### config.mk
export PLATFORM = sky130hd
export DESIGN_NAME = stream_deframer
export DESIGN_NICKNAME = d
export VERILOG_FILES = /design/src/rtl/stream_deframer.sv
export SDC_FILE = /design/constraint.sdc
export NUM_CORES = 1
export LEC_CHECK = 0
export ABC_CLOCK_PERIOD_IN_PS = 7700
export CORE_UTILIZATION = 25
export DETAILED_ROUTE_END_ITERATION = 10
export PLACE_DENSITY = 0.51
export SLEW_MARGIN = 40
export SYNTH_ARGS = -nofsm -noshare
export SYNTH_HDL_FRONTEND = slang
export SYNTH_SLANG_ARGS = --single-unit
export TNS_END_PERCENT = 1
### constraint.sdc
create_clock -name clk -period 7.7 [get_ports clk]
set_clock_uncertainty 0.05 [all_clocks]
set_input_delay 1.54 -clock clk [delete_from_list [all_inputs] [get_ports clk]]
set_output_delay 1.54 -clock clk [all_outputs]
set_load 0.01 [all_outputs]
### src/rtl/stream_deframer.sv
// ---------------------------------------------------------------------------
// stream_deframer
//
// This is the receive-side partner of the header/payload framer. It drains
// 32-bit words from a first-word-fall-through (FWFT) FIFO and checks each
// header word. For every good header it forwards exactly `length` payload
// words to a downstream FIFO.
//
// Header word layout:
//   [31:24] sync byte, which must equal SYNC_BYTE
//   [23:16] channel
//   [15:0]  payload length in words (0 .. MAX_LEN)
//
// Ports
//   clk        : the single system clock; all logic runs on its rising edge
//   rst        : synchronous, active-high reset
//   fifo_empty : source FWFT FIFO is empty
//   fifo_data  : source head word; valid whenever fifo_empty = 0
//   fifo_rd_en : pops the source head word (combinational)
//   pay_full   : downstream FIFO is full
//   pay_wr_en  : writes pay_data downstream (combinational)
//   pay_data   : payload word, a zero-latency pass-through of fifo_data
//   hdr_valid  : one-cycle pulse after a good header is accepted
//   hdr_chan   : channel field of the last accepted header
//   hdr_len    : length field of the last accepted header
//   pkt_done   : one-cycle pulse after the last payload word, or after a
//                zero-length header
//   err_sync   : one-cycle pulse after a header word with a bad sync byte
//   err_len    : one-cycle pulse after a header whose length exceeds MAX_LEN
//   pkt_count  : number of completed packets; wraps around
//   busy       : high while in the PAYLOAD state
// ---------------------------------------------------------------------------
module stream_deframer #(
  parameter logic [7:0]  SYNC_BYTE = 8'hA5,
  parameter logic [15:0] MAX_LEN   = 16'd1024,
  parameter int          CNT_W     = 16
) (
  input  logic             clk,
  input  logic             rst,
  input  logic             fifo_empty,
  input  logic [31:0]      fifo_data,
  output logic             fifo_rd_en,
  input  logic             pay_full,
  output logic             pay_wr_en,
  output logic [31:0]      pay_data,
  output logic             hdr_valid,
  output logic [7:0]       hdr_chan,
  output logic [15:0]      hdr_len,
  output logic             pkt_done,
  output logic             err_sync,
  output logic             err_len,
  output logic [CNT_W-1:0] pkt_count,
  output logic             busy
);

  typedef enum logic [0:0] {
    HDR     = 1'b0,
    PAYLOAD = 1'b1
  } state_t;

  state_t             state_reg,     state_next;
  logic [15:0]        remain_reg,    remain_next;
  logic [7:0]         hdr_chan_reg,  hdr_chan_next;
  logic [15:0]        hdr_len_reg,   hdr_len_next;
  logic [CNT_W-1:0]   pkt_count_reg, pkt_count_next;
  logic               hdr_valid_reg, hdr_valid_next;
  logic               pkt_done_reg,  pkt_done_next;
  logic               err_sync_reg,  err_sync_next;
  logic               err_len_reg,   err_len_next;

  // Header fields are decoded straight from the FWFT head word.
  logic [7:0]  word_sync;
  logic [7:0]  word_chan;
  logic [15:0] word_len;

  assign word_sync = fifo_data[31:24];
  assign word_chan = fifo_data[23:16];
  assign word_len  = fifo_data[15:0];

  // A payload word is moved only when the source holds data and the
  // downstream FIFO has room, so no word can be lost or duplicated.
  logic pay_xfer;
  assign pay_xfer = !fifo_empty && !pay_full;

  // -------------------------------------------------------------------------
  // State register
  // -------------------------------------------------------------------------
  always_ff @(posedge clk) begin
    if (rst) begin
      state_reg     <= HDR;
      remain_reg    <= 16'd0;
      hdr_chan_reg  <= 8'd0;
      hdr_len_reg   <= 16'd0;
      pkt_count_reg <= '0;
      hdr_valid_reg <= 1'b0;
      pkt_done_reg  <= 1'b0;
      err_sync_reg  <= 1'b0;
      err_len_reg   <= 1'b0;
    end else begin
      state_reg     <= state_next;
      remain_reg    <= remain_next;
      hdr_chan_reg  <= hdr_chan_next;
      hdr_len_reg   <= hdr_len_next;
      pkt_count_reg <= pkt_count_next;
      hdr_valid_reg <= hdr_valid_next;
      pkt_done_reg  <= pkt_done_next;
      err_sync_reg  <= err_sync_next;
      err_len_reg   <= err_len_next;
    end
  end

  // -------------------------------------------------------------------------
  // Next-state and handshake logic
  // -------------------------------------------------------------------------
  always_comb begin
    // By default, hold all state, drop all pulses and do no transfer.
    state_next     = state_reg;
    remain_next    = remain_reg;
    hdr_chan_next  = hdr_chan_reg;
    hdr_len_next   = hdr_len_reg;
    pkt_count_next = pkt_count_reg;
    hdr_valid_next = 1'b0;
    pkt_done_next  = 1'b0;
    err_sync_next  = 1'b0;
    err_len_next   = 1'b0;
    fifo_rd_en     = 1'b0;
    pay_wr_en      = 1'b0;

    unique case (state_reg)
      HDR: begin
        // Header words are always consumed, good or bad. Because of this, a
        // bad sync byte makes the block resynchronise one word at a time.
        fifo_rd_en = !fifo_empty;
        if (!fifo_empty) begin
          if (word_sync != SYNC_BYTE) begin
            err_sync_next = 1'b1;
          end else if (word_len > MAX_LEN) begin
            // Rejected headers leave the header registers untouched.
            err_len_next = 1'b1;
          end else begin
            hdr_chan_next  = word_chan;
            hdr_len_next   = word_len;
            hdr_valid_next = 1'b1;
            if (word_len == 16'd0) begin
              // An empty packet is complete as soon as its header is seen.
              pkt_done_next  = 1'b1;
              pkt_count_next = pkt_count_reg + 1'b1;
            end else begin
              remain_next = word_len;
              state_next  = PAYLOAD;
            end
          end
        end
      end

      PAYLOAD: begin
        // Payload words are never inspected. Words inside a payload that
        // look like headers are passed through unchanged.
        fifo_rd_en = pay_xfer;
        pay_wr_en  = pay_xfer;
        if (pay_xfer) begin
          remain_next = remain_reg - 16'd1;
          if (remain_reg == 16'd1) begin
            // Returning to HDR here means the next header can be popped in
            // the cycle right after the last payload word.
            pkt_done_next  = 1'b1;
            pkt_count_next = pkt_count_reg + 1'b1;
            state_next     = HDR;
          end
        end
      end

      default: begin
        state_next = HDR;
      end
    endcase
  end

  // -------------------------------------------------------------------------
  // Outputs
  // -------------------------------------------------------------------------
  assign pay_data  = fifo_data;
  assign hdr_valid = hdr_valid_reg;
  assign hdr_chan  = hdr_chan_reg;
  assign hdr_len   = hdr_len_reg;
  assign pkt_done  = pkt_done_reg;
  assign err_sync  = err_sync_reg;
  assign err_len   = err_len_reg;
  assign pkt_count = pkt_count_reg;
  assign busy      = (state_reg == PAYLOAD);

endmodule

==> key figures <==
Synth
  • Yosys warns: 0
  • Synth top area share: 36.83%
  • Area leader, netlist: dfxtp_1
  • Number of synthesized register bits: 61
  • Count leader, synth: dfxtp_1
  • Top cells by count, synth: dfxtp_1, nor2_1, buf_4
  • Asr flop ratio synth: 0%
  • Post-Syn Instances: roughly 380
  • Yosys cell types: 60
  • Number of enable flip-flop cells after synthesis: 0
  • Synth top area cells: dfxtp_1, buf_4, mux2i_1
  • Post-Syn Area per Cell: a little under 9 um^2
  • Seq/Total Area, Yosys: between 30% and 40%
  • Syn nets: ~420
  • Synth Flop Type: dfxtp_1
  • Post-synthesis cell area: roughly 3300 um^2

Placed design
  • HPWL after detailed placement: between 6000 and 7000 um
  • PortBufs: 114
  • Routability congestion estimate from global placement: about 0.82
  • Pre-CTS setup slack: roughly 2700 ps
  • Placed instance area: between 4000 and 5000 um^2
  • DP Cell Count: 614

Drt
  • Final ANT Viol Nets: 0
  • Total wire length: between 9000 and 10,000 um
  • First-pass DRT Iterations: 4
  • DR WL/cell: 15.01 um
  • Mean number of vias per cell: a little under 5
  • Initial DRC count: 154
  • DR DRC count: 0
  • Vias: 3,123

Clock tree
  • Post-CTS Setup Inserts: 0
  • CTS resizes: 0
  • Clock-pin transition on the worst setup and hold timing paths: about 50 ps
  • H-tree depth: 3
  • Clk_lat worst skew: 330 ps
  • CTS root buf: clkbuf_16
  • Sink Count: ~60
  • Hold Buf Count CTS: 0
  • CTS buffer count: 9
  • CTS tree: done
  • CTS max path bufs: 2

Global routing
  • First-pass GRT wire length: ~15,000 um
  • Global Route Usage Sum: roughly 14%
  • Vias in the first global route: approximately 2,800
  • Overflow after GRT: 0
  • Largest net degree at the start of global routing: 60
  • Initial antenna violation count: 0

Floorplanning
  • Core ar.: about 13,000 um^2
  • Initial Util: 25.96%
  • I/O Pins: roughly 120
  • Die ar.: roughly 14,000 um^2
  • Die H: between 100 and 150 um
  • Placement row count: 41
  • Die Wd: between 100 and 150 um

Layout
  • Area of the multi-input gates: between 1500 and 2000 um^2
  • Cell Count, Final, Fillers Out: ~630
  • Post-route cell area: between 4000 and 5000 um^2
  • ANT cells: 0
  • Share of cells above drive strength 1: 8.096%
  • Storage cell area: roughly 1200 um^2
  • Fill count: 1,305
  • Final nets: ~500
  • P&R area growth vs syn: 39.09%

STA
  • Period Utilization, post-route: between 60 and 70%
  • Setup WS post-layout: 2722 ps
  • Minimum clock period: approximately 5000 ps
  • Max-slew violation count: 0
  • Fmax: about 200 MHz
  • WHS: ~420 ps
  • # setup viols final: 0
  • Slew headroom: a little under half
  • Final Hold Fails: 0
  • RSZ-0062 raised after global routing: no
  • Setup tns final: 0 ps
  • Slew @ Worst Pin: approximately 800 ps

Worst setup path
  • Startpoint Class: primary input
  • CP max FO: 11
  • CP Data Arrival Time: 3390 ps
  • Crit Path Category: primary input to output port
  • CP Capture Type: output port
  • Req. time, crit path: 6110 ps

Power and ir drop
  • Max VDD drop: between 0.07 and 0.08 mV
  • PD cells: around 160 nW/um^2
  • Static leakage: ~1.6 nW

Worst hold path
  • Hold WC Path Type: flop to flop

Status
  • Outcome: finished, final reports clean

Job
  • Max-cap violations: 0
path summary, 6_finish.rpt:
check                           slack, ps      endpoint  cells after the start     startpoint
worst min register to register        420   hdr_len[11]                      1    hdr_len[11]
worst max register to register       4990  pkt_count[4]                      7  remain_reg[0]
worst max-delay path                 2720     pay_wr_en                      5     fifo_empty
worst min-delay path                  420   hdr_len[11]                      1    hdr_len[11]
per-stage QoR:
step | utilization, % | total power, W
5_1_grt | 36.11 | 0.0007890
3_3_place_gp | 33.83 | 0.0003871
3_5_place_dp | 33.92 | 0.0003872
2_1_floorplan | - | 0.0003545
4_1_cts | 36.11 | 0.0007706
6_report | 36.11 | 0.0007585
critical path: stages:
cell             delay [ps]
clkdlybuf4s50_1         500
nor2_1                  180
nand2_2                 170
inv_1                   370
clkdlybuf4s50_1         620
cell type report:
| type | count | share of cell area [%] |
|---|---|---|
| clock buffers | 14 | 5.941 |
| clock inverters | 1 | 0.1085 |
| inverters | 13 | 1.058 |
| multi-input cells | 251 | 36.54 |
| flip-flops and latches | 61 | 26.48 |
| well taps | 172 | 4.666 |
| repair buffers | 117 | 25.20 |
report_power, final:
part,internal (W),switching (W)
Sequential,0.000316,0.0000000898
Combinational,0.0000357,0.0000281
Clock,0.000242,0.000137
placed cells by master (no fill, tap or decap), types with 2 or more instances in the layout:
cell and n:
a21oi_1 21, a22oi_1 2, a311oi_1 2, a31oi_1 2, a32o_1 2, and2_1 6
and4_1 2, buf_4 2, clkbuf_1 2, clkbuf_16 9, clkbuf_8 3, clkdlybuf4s50_1 113
dfxtp_1 61, ha_1 3, inv_1 13, mux2_2 6, mux2i_1 21, nand2_1 20
nand3_1 6, nand4_1 9, nor2_1 41, nor2b_1 5, nor3_1 13, nor3b_1 2
nor4_1 11, nor4_4 2, o211ai_1 4, o21ai_0 5, o221ai_1 4, o22ai_1 5
o2bb2ai_1 3, o311ai_0 3, o31ai_1 7, o32ai_1 2, or3_1 4, or4_1 14
cells by family (layout without fill, tap and decap cells):
group	after synthesis	in the layout	share of synthesized area [%]
and+or+nand+nor	149	149	25.59
AOI/OAI and AO/OA	72	72	15.59
buffers and inverters	67	145	12.49
DFF	61	61	36.83
muxes	27	27	8.377
adders and majority gates	3	3	1.132
layer usage:
| metal | up-vias | wire length [um] | track usage, % |
|---|---|---|---|
| met1 | 1466 | 4498 | 19.39 |
| met4 | 0 | 163 | 6.920 |
| met3 | 12 | 536 | 2.935 |
| met2 | 116 | 4244 | 20.98 |
| met5 | - | 0 | 0 |
| li1 | 1529 | - | - |
Power figures use the tool's default switching activity.
